===== src/rtl/mem_arbiter_if.sv =====
// Bundle of the fetch, data and unified-memory handshake signals around mem_arbiter.
// slave = the arbiter side, master = pipeline/memory side.
interface mem_arbiter_if #(
  parameter int ADDR_W = 32,
  parameter int DATA_W = 32
);
  logic              if_req;
  logic [ADDR_W-1:0] if_addr;
  logic [DATA_W-1:0] if_rdata;
  logic              if_ready;
  logic              d_req;
  logic              d_we;
  logic [ADDR_W-1:0] d_addr;
  logic [DATA_W-1:0] d_wdata;
  logic [DATA_W-1:0] d_rdata;
  logic              d_ready;
  logic              err;
  logic              stall_F;
  logic              stall_M;
  logic              mem_req;
  logic              mem_we;
  logic [ADDR_W-1:0] mem_addr;
  logic [DATA_W-1:0] mem_wdata;
  logic [DATA_W-1:0] mem_rdata;
  logic              mem_ack;

  modport slave (
    input  if_req, if_addr, d_req, d_we, d_addr, d_wdata, mem_rdata, mem_ack,
    output if_rdata, if_ready, d_rdata, d_ready, err, stall_F, stall_M,
           mem_req, mem_we, mem_addr, mem_wdata
  );

  modport master (
    output if_req, if_addr, d_req, d_we, d_addr, d_wdata, mem_rdata, mem_ack,
    input  if_rdata, if_ready, d_rdata, d_ready, err, stall_F, stall_M,
           mem_req, mem_we, mem_addr, mem_wdata
  );
endinterface


===== src/rtl/mem_arbiter.sv =====
// Arbiter sharing one memory port between instruction fetch and data access, with ack timeout.
// Define MEM_ARB_RR_EN for round-robin on contention; otherwise data has fixed priority.
//
// state  | meaning
// IDLE   | no access in flight; sample requests and grant
// BUSY_I | fetch access on the memory port, waiting for ack/timeout
// BUSY_D | data access on the memory port, waiting for ack/timeout
// RESP   | one-cycle ready pulse to the served requester
module mem_arbiter #(
  parameter int ADDR_W  = 32,
  parameter int DATA_W  = 32,
  parameter int TIMEOUT = 255
) (
  input logic clk,
  input logic rst_n,
  mem_arbiter_if.slave bus
);
  localparam int CNT_W = $clog2(TIMEOUT + 1);
  localparam logic [CNT_W-1:0] CNT_MAX = CNT_W'(TIMEOUT);

  typedef enum logic [1:0] {IDLE, BUSY_I, BUSY_D, RESP} state_t;

  state_t            state_q, state_d;
  logic [CNT_W-1:0]  cnt_q, cnt_d;
  logic              mem_req_q, mem_req_d;
  logic              mem_we_q, mem_we_d;
  logic [ADDR_W-1:0] mem_addr_q, mem_addr_d;
  logic [DATA_W-1:0] mem_wdata_q, mem_wdata_d;
  logic [DATA_W-1:0] rdata_q, rdata_d;
  logic              err_q, err_d;
  logic              serve_d_q, serve_d_d;
  logic              pick_d;
  logic              in_resp;

`ifdef MEM_ARB_RR_EN
  logic last_d_q, last_d_d;
  assign pick_d = bus.d_req & (~bus.if_req | ~last_d_q);
`else
  assign pick_d = bus.d_req;
`endif

  always_ff @(posedge clk or negedge rst_n) begin
    if (!rst_n) begin
      state_q     <= IDLE;
      cnt_q       <= '0;
      mem_req_q   <= 1'b0;
      mem_we_q    <= 1'b0;
      mem_addr_q  <= '0;
      mem_wdata_q <= '0;
      rdata_q     <= '0;
      err_q       <= 1'b0;
      serve_d_q   <= 1'b0;
`ifdef MEM_ARB_RR_EN
      last_d_q    <= 1'b0;
`endif
    end else begin
      state_q     <= state_d;
      cnt_q       <= cnt_d;
      mem_req_q   <= mem_req_d;
      mem_we_q    <= mem_we_d;
      mem_addr_q  <= mem_addr_d;
      mem_wdata_q <= mem_wdata_d;
      rdata_q     <= rdata_d;
      err_q       <= err_d;
      serve_d_q   <= serve_d_d;
`ifdef MEM_ARB_RR_EN
      last_d_q    <= last_d_d;
`endif
    end
  end

  always_comb begin
    state_d     = state_q;
    cnt_d       = cnt_q;
    mem_req_d   = mem_req_q;
    mem_we_d    = mem_we_q;
    mem_addr_d  = mem_addr_q;
    mem_wdata_d = mem_wdata_q;
    rdata_d     = rdata_q;
    err_d       = err_q;
    serve_d_d   = serve_d_q;
`ifdef MEM_ARB_RR_EN
    last_d_d    = last_d_q;
`endif
    case (state_q)
      IDLE: begin
        if (bus.if_req || bus.d_req) begin
          state_d     = pick_d ? BUSY_D : BUSY_I;
          mem_req_d   = 1'b1;
          mem_we_d    = pick_d ? bus.d_we : 1'b0;
          mem_addr_d  = pick_d ? bus.d_addr : bus.if_addr;
          mem_wdata_d = pick_d ? bus.d_wdata : '0;
          // counter holds the index of the current BUSY cycle, starting at 1
          cnt_d       = CNT_W'(1);
          serve_d_d   = pick_d;
`ifdef MEM_ARB_RR_EN
          last_d_d    = pick_d;
`endif
        end
      end
      BUSY_I, BUSY_D: begin
        if (bus.mem_ack) begin
          state_d   = RESP;
          mem_req_d = 1'b0;
          rdata_d   = mem_we_q ? '0 : bus.mem_rdata;
          err_d     = 1'b0;
        end else if (cnt_q == CNT_MAX) begin
          state_d   = RESP;
          mem_req_d = 1'b0;
          rdata_d   = '0;
          err_d     = 1'b1;
        end else begin
          cnt_d = cnt_q + CNT_W'(1);
        end
      end
      RESP: begin
        state_d = IDLE;
        rdata_d = '0;
        err_d   = 1'b0;
      end
      default: state_d = IDLE;
    endcase
  end

  assign in_resp       = (state_q == RESP);
  assign bus.if_ready  = in_resp & ~serve_d_q;
  assign bus.d_ready   = in_resp & serve_d_q;
  assign bus.if_rdata  = bus.if_ready ? rdata_q : '0;
  assign bus.d_rdata   = bus.d_ready ? rdata_q : '0;
  assign bus.err       = in_resp & err_q;
  assign bus.stall_F   = bus.if_req & ~bus.if_ready;
  assign bus.stall_M   = bus.d_req & ~bus.d_ready;
  assign bus.mem_req   = mem_req_q;
  assign bus.mem_we    = mem_we_q;
  assign bus.mem_addr  = mem_addr_q;
  assign bus.mem_wdata = mem_wdata_q;
endmodule


===== src/flat_wrapper.sv =====
// flat-port wrapper written by rule: the top's interface ports become plain ports
module mem_arbiter_flat 
#(
  parameter int ADDR_W  = 32,
  parameter int DATA_W  = 32,
  parameter int TIMEOUT = 255
)
  (clk, rst_n, bus_if_req, bus_if_addr, bus_d_req, bus_d_we, bus_d_addr, bus_d_wdata, bus_mem_rdata, bus_mem_ack, bus_if_rdata, bus_if_ready, bus_d_rdata, bus_d_ready, bus_err, bus_stall_F, bus_stall_M, bus_mem_req, bus_mem_we, bus_mem_addr, bus_mem_wdata);
  mem_arbiter_if #(.ADDR_W(ADDR_W), .DATA_W(DATA_W)) bus_i ();
  input logic clk;
  input logic rst_n;
  input wire logic [$bits(bus_i.if_req)-1:0] bus_if_req;
  input wire logic [$bits(bus_i.if_addr)-1:0] bus_if_addr;
  input wire logic [$bits(bus_i.d_req)-1:0] bus_d_req;
  input wire logic [$bits(bus_i.d_we)-1:0] bus_d_we;
  input wire logic [$bits(bus_i.d_addr)-1:0] bus_d_addr;
  input wire logic [$bits(bus_i.d_wdata)-1:0] bus_d_wdata;
  input wire logic [$bits(bus_i.mem_rdata)-1:0] bus_mem_rdata;
  input wire logic [$bits(bus_i.mem_ack)-1:0] bus_mem_ack;
  output wire logic [$bits(bus_i.if_rdata)-1:0] bus_if_rdata;
  output wire logic [$bits(bus_i.if_ready)-1:0] bus_if_ready;
  output wire logic [$bits(bus_i.d_rdata)-1:0] bus_d_rdata;
  output wire logic [$bits(bus_i.d_ready)-1:0] bus_d_ready;
  output wire logic [$bits(bus_i.err)-1:0] bus_err;
  output wire logic [$bits(bus_i.stall_F)-1:0] bus_stall_F;
  output wire logic [$bits(bus_i.stall_M)-1:0] bus_stall_M;
  output wire logic [$bits(bus_i.mem_req)-1:0] bus_mem_req;
  output wire logic [$bits(bus_i.mem_we)-1:0] bus_mem_we;
  output wire logic [$bits(bus_i.mem_addr)-1:0] bus_mem_addr;
  output wire logic [$bits(bus_i.mem_wdata)-1:0] bus_mem_wdata;
  assign bus_i.if_req = bus_if_req;
  assign bus_i.if_addr = bus_if_addr;
  assign bus_i.d_req = bus_d_req;
  assign bus_i.d_we = bus_d_we;
  assign bus_i.d_addr = bus_d_addr;
  assign bus_i.d_wdata = bus_d_wdata;
  assign bus_i.mem_rdata = bus_mem_rdata;
  assign bus_i.mem_ack = bus_mem_ack;
  assign bus_if_rdata = bus_i.if_rdata;
  assign bus_if_ready = bus_i.if_ready;
  assign bus_d_rdata = bus_i.d_rdata;
  assign bus_d_ready = bus_i.d_ready;
  assign bus_err = bus_i.err;
  assign bus_stall_F = bus_i.stall_F;
  assign bus_stall_M = bus_i.stall_M;
  assign bus_mem_req = bus_i.mem_req;
  assign bus_mem_we = bus_i.mem_we;
  assign bus_mem_addr = bus_i.mem_addr;
  assign bus_mem_wdata = bus_i.mem_wdata;
  mem_arbiter #(.ADDR_W(ADDR_W), .DATA_W(DATA_W), .TIMEOUT(TIMEOUT)) u_core (.clk(clk), .rst_n(rst_n), .bus(bus_i));
endmodule

===== config.mk =====
export PLATFORM = sky130hd
export DESIGN_NAME = mem_arbiter_flat
export DESIGN_NICKNAME = d
export VERILOG_FILES = /design/src/rtl/mem_arbiter_if.sv /design/src/rtl/mem_arbiter.sv /design/src/flat_wrapper.sv
export SDC_FILE = /design/constraint.sdc
export NUM_CORES = 1
export LEC_CHECK = 0
export ABC_AREA = 1
export ABC_CLOCK_PERIOD_IN_PS = 5100
export CORE_ASPECT_RATIO = 0.5
export CORE_MARGIN = 2
export CORE_UTILIZATION = 35
export CTS_CLUSTER_SIZE = 12
export DETAILED_ROUTE_END_ITERATION = 6
export DONT_BUFFER_PORTS = 1
export GPL_TIMING_DRIVEN = 0
export HOLD_SLACK_MARGIN = 0.08
export SKIP_LAST_GASP = 1
export SLEW_MARGIN = 20
export SYNTH_ARGS = -nofsm -noshare
export SYNTH_HDL_FRONTEND = slang
export SYNTH_SLANG_ARGS = --single-unit

===== constraint.sdc =====
create_clock -name clk -period 5.1 [get_ports clk]
set_input_delay 0.51 -clock clk [delete_from_list [all_inputs] [get_ports clk]]
set_output_delay 0.51 -clock clk [all_outputs]
set_load 0.05 [all_outputs]

== After elaboration in Yosys (flattened, before gate mapping) ==
Cells that the tools add are included.

* Flip-flop bits (word level): 110
* Input port bits: 134
* Logic and storage cells: 61

* Add/subtract/negate cells: 1
* Equality and inequality tests: 8
* Muxes and demuxes: 25
* Bitwise logic cells: 8
* Reductions and logical operators: 10

{| class="wikitable"
|+ Operators with widths
! operator !! count
|-
| 32-bit 2-to-1 mux || 7
|-
| 32-bit one-hot mux with 2 select lines || 1
|-
| 8-bit 2-to-1 mux || 3
|-
| 8-bit one-hot mux with 2 select lines || 1
|-
| 8-bit by 1-bit adder with 8-bit output (second input constant) || 1
|-
| 8-bit equality test (second input constant) || 1
|-
| 2-bit 2-to-1 mux || 4
|-
| 1-bit 2-to-1 mux || 6
|-
| 2-bit one-hot mux with 3 select lines || 1
|-
| 2-bit AND reduction || 3
|-
| 1-bit AND || 5
|-
| 2-bit equality test (second input constant) || 2
|-
| 2-bit inequality test (second input constant) || 2
|-
| 1-bit one-hot mux with 2 select lines || 2
|-
| 4-bit AND reduction || 1
|-
| 2-bit nonzero test || 2
|-
| 3-bit by 2-bit inequality test with 1-bit output (second input constant) || 1
|-
| 1-bit inverter || 3
|-
| 3-bit AND reduction || 1
|-
| 2-bit by 1-bit equality test with 1-bit output (second input constant) || 1
|-
| 2-bit zero test || 1
|-
| 2-bit by 1-bit inequality test with 1-bit output (second input constant) || 1
|-
| 2-bit OR reduction || 1
|-
| 1-bit logical OR || 1
|}

== Logic depth before layout (Yosys ltp) ==
* Depth in word-level cells: 4
* Gate-level depth with buffers: 11

== Worst setup path before layout ==
OpenSTA, ideal clock, no wires.

* Path type: flip-flop to output port
* Start point: register u_core.state_q[0]
* End point: output port bus_if_rdata[10]
* Data arrival time: 2.430 ns
* Setup slack: 2.160 ns
* Cell stages (with the launch flop): 7
* Path buffers: 1
* Path through: dfrtp_1 > ha_1 > inv_2 > nor2_1 > inv_2 > clkbuf_1 > nor2_1

* Longest elaborated chain between the ends: 3

{| class="wikitable"
|+ Ends and longest elaborated chain
! what !! RTL line !! RTL
|-
| start, declared || mem_arbiter.sv:23 || <nowiki>state_t state_q, state_d;</nowiki>
|-
| start signal, assigned || mem_arbiter.sv:57 || <nowiki>state_q <= state_d;</nowiki>
|-
| 2-bit equality test || mem_arbiter.sv:125 || <nowiki>assign in_resp = (state_q == RESP);</nowiki>
|-
| 1-bit AND || mem_arbiter.sv:126 || <nowiki>assign bus.if_ready = in_resp & ~serve_d_q;</nowiki>
|-
| net bus_if_ready || flat_wrapper.sv:21 || <nowiki>output wire logic [$bits(bus_i.if_ready)-1:0] bus_if_ready;</nowiki>
|-
| 32-bit 2-to-1 mux || mem_arbiter.sv:128 || <nowiki>assign bus.if_rdata = bus.if_ready ? rdata_q : '0;</nowiki>
|-
| end, declared || flat_wrapper.sv:20 || <nowiki>output wire logic [$bits(bus_i.if_rdata)-1:0] bus_if_rdata;</nowiki>
|}

The timed path passes the listed nets, and every way through them passes these cells.

== Worst setup path in the final report ==
* Start point: register u_core.state_q[0]
* End point: output port bus_if_rdata[20]

The elaborated chain is that of the path after synthesis.

==> reports/qor.txt <==
Status: complete, no violations
Die Wd: 179 µm
Total GRT Usage: 17.6%
Clk root buf: clkbuf_16
TritonCTS clock tree: yes
Synthesis-to-layout area growth: 10.5%
Tmin final: 3.69 ns
Fin Setup TNS: 0 ns
DRC: 0
Ant. Diodes: 0
Fin cells: 896
Delay-heaviest family, CP: simple AND/OR/NAND/NOR gates
Number of routed nets with antenna violations: 0
Mean Syn Cell Area: 7.87 µm²
Critical Path AT: 3.18 ns
Headroom to the max-slew limit: 27.1%
Adder-Cell Fraction of Synth Area: 1.17%
PwrDens: 779 mW/mm²
Final Hold Viols: 0
Worst Max-Slew Pin Slew: 1.09 ns
Largest net degree at the start of global routing: 111
Share of layout cells above drive strength 1: 10.6%
Syn Inst Count: 681
Wire length per cell: 16.2 µm
Clock sinks: 110
Final HPWL DP: 10800 µm
Die Area: 0.0164 mm²
Syn Nets: 820
Multiplexer area fraction after synthesis: 0%
Largest family of logic cells by synthesized area: simple AND/OR/NAND/NOR gates
Core Area: 0.0147 mm²
Clock transition at the registers of the reported paths: 0.08 ns
Endpoints failing setup: 0
Slowest-stage cell, CP: nor2_1
H-Tree Depth: 3
Xor/xnor share of the synthesized area: 0%
Leakage Power: 2.63 nW
Starting Density: 36.5%
RSZ-0062 raised after global routing: no
Synthesized flop and latch total: 110
Via density per instance: 4.97
Std-Cell Rows: 31
Worst-Skew Late Latency: 0.35 ns
Critical-path cell list: ha_1 -> inv_2 -> nor2_1 -> inv_2 -> clkbuf_1 -> nor2_1
DRT iter0 DRCs: 211
Count of pins over their slew limit: 0
Via count: 4456
Critical path capture point type: output port
Synth Area in Simple Gates: 24.9%
Detailed Routing Iterations Pass 1: 6
Fmax: 0.271 GHz
Final-stage net count: 832
Startpoint types: flop
Post-Syn Area: 0.00536 mm²
GPL Wtd Cong: 0.752
Port Buf Inserts: 0
CTS resizes: 0
Routed WL: 14500 µm
First-pass GRT wire length: 22800 µm
Inserted Clock Buffers: 9
Yosys warns: 0
Post-synthesis sequential area ratio: 51.4%
VDD IR max: 0.247 mV
Worst min-delay path category: primary input to asynchronous set/reset pin
I/O pins: 269
Synth unique cells: 27
Final Skew: 0.00978 ns
Post-route clock period utilization: 72.3%
WS Path Type: flop to output port
Critical path's largest stage delay: 0.82 ns
Worst-path fanout max: 10
Vias in the first global route: 4341
Total gr overflow: 0
Compound-Gate Fraction of Synth Area: 12.4%
Max cap viols: 0
Largest buffer count on any clock path: 2
Die Y: 91.5 µm
Crit path buf inv count: 3
Worst path required time: 4.59 ns
Placed Cells: 879
Initial antenna violation count: 0
registers in the layout (all words and copies together), names as in the netlist:
register	cells
u_core.bus.mem_addr	32
u_core.bus.mem_wdata	32
u_core.rdata_q	32
u_core.cnt_q	8
u_core.state_q	2
u_core.bus.mem_req	1
u_core.bus.mem_we	1
u_core.err_q	1
u_core.serve_d_q	1
synth_stat cells:
cell / count / area, µm²
nand2_1: 157 / 589
dfrtp_1: 110 / 2750
nor2_1: 108 / 405
inv_1: 79 / 297
o21ai_1: 60 / 300
nand3_1: 41 / 205
a31oi_1: 32 / 200
clkbuf_1: 20 / 75.1
buf_2: 16 / 80.1
o21ai_2: 13 / 114
nand2_2: 11 / 68.8
buf_6: 5 / 56.3
ha_1: 5 / 62.6
inv_2: 5 / 18.8
o21ai_0: 4 / 20.0
a21oi_1: 2 / 10.0
buf_1: 2 / 7.51
nor2_2: 2 / 12.5
buf_4: 1 / 7.51
nand2_4: 1 / 11.3
nand3_2: 1 / 10.0
nand4_1: 1 / 6.26
nor2_4: 1 / 11.3
nor3_4: 1 / 16.3
o211ai_1: 1 / 7.51
o21a_1: 1 / 7.51
o21bai_1: 1 / 7.51
through the flow:
step	worst slack (ns)	total power [mW]	cell area [µm²]	util, %	hold slack [ns]
global route	1.20	4.96	5920	40.3	0.135
CTS	1.37	4.67	5920	40.3	0.127
finish	1.41	4.62	5920	40.3	0.115
floorplan	2.16	3.57	5360	-	0.214
detailed placement	1.75	3.96	5610	38.1	0.216
global placement	1.75	3.92	5610	38.1	0.216
cell type report:
type	count	area (µm²)
repair buffers	1	27.5
clock inverters	6	46.3
clock buffers	10	239
flip-flops and latches	110	2750
well taps	198	248
inverters	84	315
plain buffers	44	226
multi-input cells	443	2070
fillers	1548	8780
worst register-to-register path: stages (launching register included):
cell and delay (ns):
dfrtp_1 0.40, inv_1 0.08, ha_1 0.28, buf_4 0.16, inv_2 0.08, nor2_2 0.13, nand2_4 0.08, nand2_2 0.10
clkbuf_1 0.40, o21ai_1 0.13
final timing paths:
| path | from | end | slack [ns] | depth (start not counted) |
|---|---|---|---|---|
| min in group clk | bus_if_addr[27] | u_core.bus.mem_addr[27] | 0.30 | 2 |
| max reg2reg | u_core.state_q[0] | u_core.rdata_q[16] | 3.13 | 9 |
| max in group asynchronous | rst_n | u_core.rdata_q[6] | 4.56 | 1 |
| min | rst_n | u_core.bus.mem_addr[23] | 0.12 | 1 |
| min reg2reg | u_core.err_q | u_core.err_q | 0.49 | 2 |
| max | u_core.state_q[0] | bus_if_rdata[20] | 1.41 | 6 |
cells in the final DEF (no fill, tap or decap), types with 2 or more instances in the layout:
cell        synthesis  routed
ha_1                5       5
inv_2               5       5
buf_1               2       2
a31oi_1            32      32
o21ai_0             4       4
o21ai_2            13      13
buf_2              16      16
clkinvlp_4          0       2
clkbuf_1           20      20
nand3_1            41      41
nor2_2              2       2
clkinv_4            0       2
a21oi_1             2       2
nand2_1           157     157
nor2_1            108     108
inv_1              79      79
clkbuf_16           0       9
buf_6               5       5
o21ai_1            60      60
nand2_2            11      11
dfrtp_1           110     110
what timing repair did:
action | 4_1_cts | 5_1_grt
buffers inserted | 0 | 0
hold buffers | 1 | 0
endpoints found under the setup margin | 0 | 0
hold endpoints to repair | 110 | 0
cell families (layout without fill, tap and decap cells):
kind of cell               count (synthesis)  in the layout
and+or+nand+nor                          324            324
buffers and inverters                    128            145
AOI/OAI and AO/OA                        114            114
DFF                                      110            110
adders and majority gates                  5              5
layer usage:
metal | routed length, µm | track usage [%] | vias up
met5 | 0 | 0 | -
met4 | 340 | 5.56 | 0
met3 | 855 | 4.06 | 26
met2 | 6950 | 29.9 | 161
met1 | 6330 | 22.2 | 2105
li1 | - | - | 2164
where the power goes:
part / total (mW) / internal (mW) / leakage, nW / switching (mW)
clock: 0.681 / 0.348 / 0.135 / 0.333
combinational: 1.55 / 0.485 / 1.12 / 1.06
sequential: 2.39 / 1.24 / 1.38 / 1.15
total: 4.62 / 2.07 / 2.63 / 2.54
Note: power is estimated with default switching activity, not from simulation.
==> edit 1, RTL diff (same flow settings) <==
`ADDR_W` is set to 32 in 3 places; all go to 64.
--- a/src/rtl/mem_arbiter_if.sv
+++ b/src/rtl/mem_arbiter_if.sv
@@ -1,7 +1,7 @@
 // Bundle of the fetch, data and unified-memory handshake signals around mem_arbiter.
 // slave = the arbiter side, master = pipeline/memory side.
 interface mem_arbiter_if #(
-  parameter int ADDR_W = 32,
+  parameter int ADDR_W = 64,
   parameter int DATA_W = 32
 );
   logic              if_req;
--- a/src/rtl/mem_arbiter.sv
+++ b/src/rtl/mem_arbiter.sv
@@ -7,7 +7,7 @@
 // BUSY_D | data access on the memory port, waiting for ack/timeout
 // RESP   | one-cycle ready pulse to the served requester
 module mem_arbiter #(
-  parameter int ADDR_W  = 32,
+  parameter int ADDR_W  = 64,
   parameter int DATA_W  = 32,
   parameter int TIMEOUT = 255
 ) (
--- a/src/flat_wrapper.sv
+++ b/src/flat_wrapper.sv
@@ -1,7 +1,7 @@
 // flat-port wrapper written by rule: the top's interface ports become plain ports
 module mem_arbiter_flat 
 #(
-  parameter int ADDR_W  = 32,
+  parameter int ADDR_W  = 64,
   parameter int DATA_W  = 32,
   parameter int TIMEOUT = 255
 )
Ports: changed (resized bus_d_addr, bus_if_addr and bus_mem_addr); port bits go from 269 to 365. No check against the original RTL was run, so the function may have changed too.
==> edit 1 against the original RTL <==
- sequential power is 40% higher
- clock power is 88% higher
- clock skew is 0.0026 ns lower
- design area is 30% higher
- sequential share of layout area is 0.49 points lower
- routed wire length is 40% higher
- sequential cell count is 32 higher
- synthesized area is 26% higher
- total power is 39% higher
- setup slack worse by 0.21 ns
- core utilization is 1.0 points higher
==> edit 1: results <==
{
  "status": "finished clean",
  "endpoint": "bus_if_rdata[16]",
  "worst_clock_skew_ns": 0.00715,
  "synth_fp_nets": 1058,
  "r2r_cells": 7,
  "met1_length_mm": 8.84,
  "seqAreaFraction_pct": 46.0,
  "drt_pass1_iterations": 7,
  "grt_pass1_vias": 5426,
  "use_met3_pct": 4.40,
  "whs_ns": 0.0813,
  "fp.dieArea_um2": 20600,
  "grt_usage_pct": 19.1,
  "use_met1_pct": 25.5,
  "num-multi-input-gates": 571,
  "grt_antenna_before_repair": 0,
  "r2r_end": "u_core.bus.mem_wdata[20]$_DFFE_PN0P_",
  "slew-limit-headroom_pct": 25.9,
  "multi_input_area_um2": 2620,
  "layout.nonclk_buf_share_pct": 4.07,
  "vias": 5767,
  "wl_met3_mm": 1.20,
  "vdd_drop_max_uv": 293,
  "synth_cell_types": 26,
  "cts_buffers": 17,
  "power_leakage_nw": 3.40,
  "grt_pass1_wl_mm": 30.6,
  "n_clock_buffer": 19,
  "synth_adder_area_share_pct": 0.923,
  "rrSetupSlack_ns": 3.13,
  "clk_latency_ns": 0.42,
  "pg_clk_mw": 1.28,
  "arrival_ns": 3.39,
  "r2r-start": "u_core.state_q[0]$_DFFE_PN0P_",
  "drive_gt1_share_pct": 10.0,
  "hold_path_class": "primary input to async pin",
  "synth.area.top_cells": "dfrtp_1 (52%), nand2_1 (12%), nor2_1 (7.8%)",
  "switching_share_pct": 53.8,
  "ys_seq_area_share_pct": 52.4,
  "final-clk-cell-share_pct": 7.74,
  "final.fill_count": 1901,
  "synth_compound_area_share_pct": 12.8,
  "gp_congestion": 0.812,
  "wl_mm": 20.3,
  "drt-initial-drc-count": 323,
  "post-dp-hpwl_mm": 15.1,
  "synth_common_cells": "nand2_1 (221), dfrtp_1 (142), nor2_1 (140)",
  "grt_use_met2_pct": 30.8,
  "pg_seq_mw": 3.35,
  "buffers_excl_clock": 59,
  "grt_start_max_net_pins": 143,
  "portBuffers": 0,
  "seq_cells": 142,
  "wl_met2_mm": 9.91,
  "cts.clk_slew.worst_paths_ns": 0.06,
  "htreeDepth": 4
}
edit 1: changes by cell type after synthesis, moves of 9 or more:
| cell | unedited run | this run |
|---|---|---|
| a31oi_1 | 32 | 64 |
| clkbuf_1 | 20 | 29 |
| dfrtp_1 | 110 | 142 |
| nand2_1 | 157 | 221 |
| nor2_1 | 108 | 140 |
| o21ai_0 | 4 | 44 |
| o21ai_1 | 60 | 20 |
edit 1: stage by stage:
step / power, mW / setup slack, ns / instances / instance area (µm²) / util, %
detailed placement: 5.16 / 1.60 / 1114 / 7100 / 38.0
global placement: 5.11 / 1.63 / 1114 / 7100 / 38.0
finish: 6.43 / 1.20 / 1147 / 7720 / 41.3
CTS: 6.48 / 1.14 / 1147 / 7720 / 41.3
global route: 6.80 / 1.01 / 1147 / 7720 / 41.3
floorplan: 4.65 / 2.11 / 855 / 6780 / -
edit 1: timing repair:
| item | CTS | global route |
|---|---|---|
| hold buffers | 1 | 0 |
| gates resized for setup | 0 | 0 |
| hold endpoints to repair | 142 | 0 |
==> edit 2, RTL diff (same settings) <==
Without the edit above. Reset style: synchronous (`rst_n`), changed in one clocked block.
--- a/src/rtl/mem_arbiter.sv
+++ b/src/rtl/mem_arbiter.sv
@@ -39,7 +39,7 @@
   assign pick_d = bus.d_req;
 `endif
 
-  always_ff @(posedge clk or negedge rst_n) begin
+  always_ff @(posedge clk) begin
     if (!rst_n) begin
       state_q     <= IDLE;
       cnt_q       <= '0;
Check against the original RTL: differs if rst_n is asserted again (counterexample within 4 cycles, from zero or initial values and one cycle with rst_n low); with rst_n held inactive, the same outputs for 4 cycles.
==> edit 2 against the original RTL <==
- design area down 5.8%
- first-iteration DRC count grew 34%
- setup slack worse by 0.14 ns
- synthesized area shrank 5.9%
- routed wire length increased by 0.70%
- clock skew hardly changed
- sequential cell count is the same
- total power down 14%
- largest cell class is now multi-input gates
- highest routed layer unchanged
==> edit 2: results <==
{
  "status": "finished clean",
  "path_delay_family": "simple AND/OR/NAND/NOR gates",
  "arrival_ns": 3.32,
  "cts_setup_buffers": 0,
  "max_stage_delay_ns": 0.84,
  "start_util_pct": 36.5,
  "grt_pass1_wl_mm": 22.0,
  "drive_gt1_share_pct": 5.24,
  "n_antenna_cell": 0,
  "portBuffers": 0,
  "crit_path_max_fanout": 10,
  "power_leakage_nw": 2.31,
  "gp_congestion": 0.787,
  "placed_cells": 959,
  "ys_seq_area_share_pct": 43.7,
  "worst_slew_pin_slew_ns": 1.13,
  "instances_no_fill": 975,
  "grt_pass1_vias": 4279,
  "post-dp-hpwl_mm": 11.1,
  "dpl_worst_slack_ns": 1.59,
  "drt_pass1_iterations": 4,
  "place_area_um2": 5280,
  "worst_clock_skew_ns": 0.00937,
  "htreeDepth": 3,
  "final.fill_count": 1476,
  "async_flop_share_pct": 0,
  "vdd_drop_max_uv": 254,
  "wl_per_cell_um": 15.0,
  "synth.area.top_cells": "dfxtp_1 (44%), nand2_1 (17%), nor2_1 (12%)",
  "grt_start_max_net_pins": 19,
  "synth_common_cells": "nand2_1 (229), nor2_1 (160), dfxtp_1 (110)",
  "cts_buffers": 9,
  "grt_usage_pct": 18.0,
  "cts.clk_slew.worst_paths_ns": 0.08,
  "synth_cell_types": 24,
  "synth_fp_nets": 906,
  "drt-initial-drc-count": 283,
  "synth-main-ff-cell": "dfxtp_1",
  "synth_warnings": 0,
  "vias": 4816,
  "netlist_instances": 767,
  "post_cts_resized": 0,
  "grt_antenna_before_repair": 0,
  "clockRootBuffer": "clkbuf_16",
  "cp_slowest_cell": "nor2_1",
  "nets": 917,
  "clockBufferDepth": 2,
  "clk_latency_ns": 0.35,
  "hold_path_class": "primary input to flip-flop"
}
==> edit 2: final cells by class <==
| type | instances | area (µm²) | area share (%) |
|---|---|---|---|
| multi-input combinational | 540 | 2340 | 41.9 |
| sequential | 110 | 2200 | 39.5 |
| inverter | 71 | 269 | 4.82 |
| clock buffer | 11 | 253 | 4.53 |
| tap | 192 | 240 | 4.31 |
| buffer | 46 | 233 | 4.17 |
| clock inverter | 5 | 42.5 | 0.763 |
==> edit 2: worst register-to-register path, cell delays in order (launching register included) <==
cell	delay (ns)
dfxtp_1	0.38
inv_1	0.08
ha_1	0.29
buf_4	0.17
inv_1	0.20
nor2_2	0.06
nand2_2	0.10
nand2_4	0.11
inv_4	0.12
buf_6	0.15
nand2_1	0.06
nand2_1	0.05
nor2_1	0.05
==> edit 2: cells by family after synthesis <==
family | Yosys count | synth area share, %
simple gates | 407 | 31.3
compound gates | 128 | 13.8
buf+inv | 117 | 9.95
flops | 110 | 43.7
fa+ha+maj | 5 | 1.24
==> edit 2: power breakdown <==
group / leakage [nW] / switching, mW / total, mW / internal, mW
clock network: 0.136 / 0.334 / 0.697 / 0.363
logic: 1.27 / 1.00 / 1.48 / 0.478
registers: 0.907 / 0.642 / 1.79 / 1.15
total: 2.31 / 1.98 / 3.97 / 1.99
==> edit 2: path summary, 6_finish.rpt <==
check	endpoint	startpoint	slack [ns]	depth (start not counted)
worst max register to register	u_core.rdata_q[19]$_SDFFE_PN0P_	u_core.state_q[0]$_SDFFE_PN0P_	3.16	12
worst min register to register	u_core.serve_d_q$_SDFFE_PN0P_	u_core.serve_d_q$_SDFFE_PN0P_	0.48	2
worst max-delay path	bus_if_rdata[21]	u_core.state_q[1]$_SDFFE_PN0P_	1.27	6
worst min-delay path	u_core.bus.mem_wdata[15]$_SDFFE_PN0P_	bus_d_wdata[15]	0.30	2
==> edit 2: layer usage <==
layer	track usage [%]	part of all wire, %	vias up
met5	0	0	-
met4	3.59	0.72	0
met3	5.71	7.1	8
met2	31.4	48	174
met1	22.3	45	2222
li1	-	-	2412
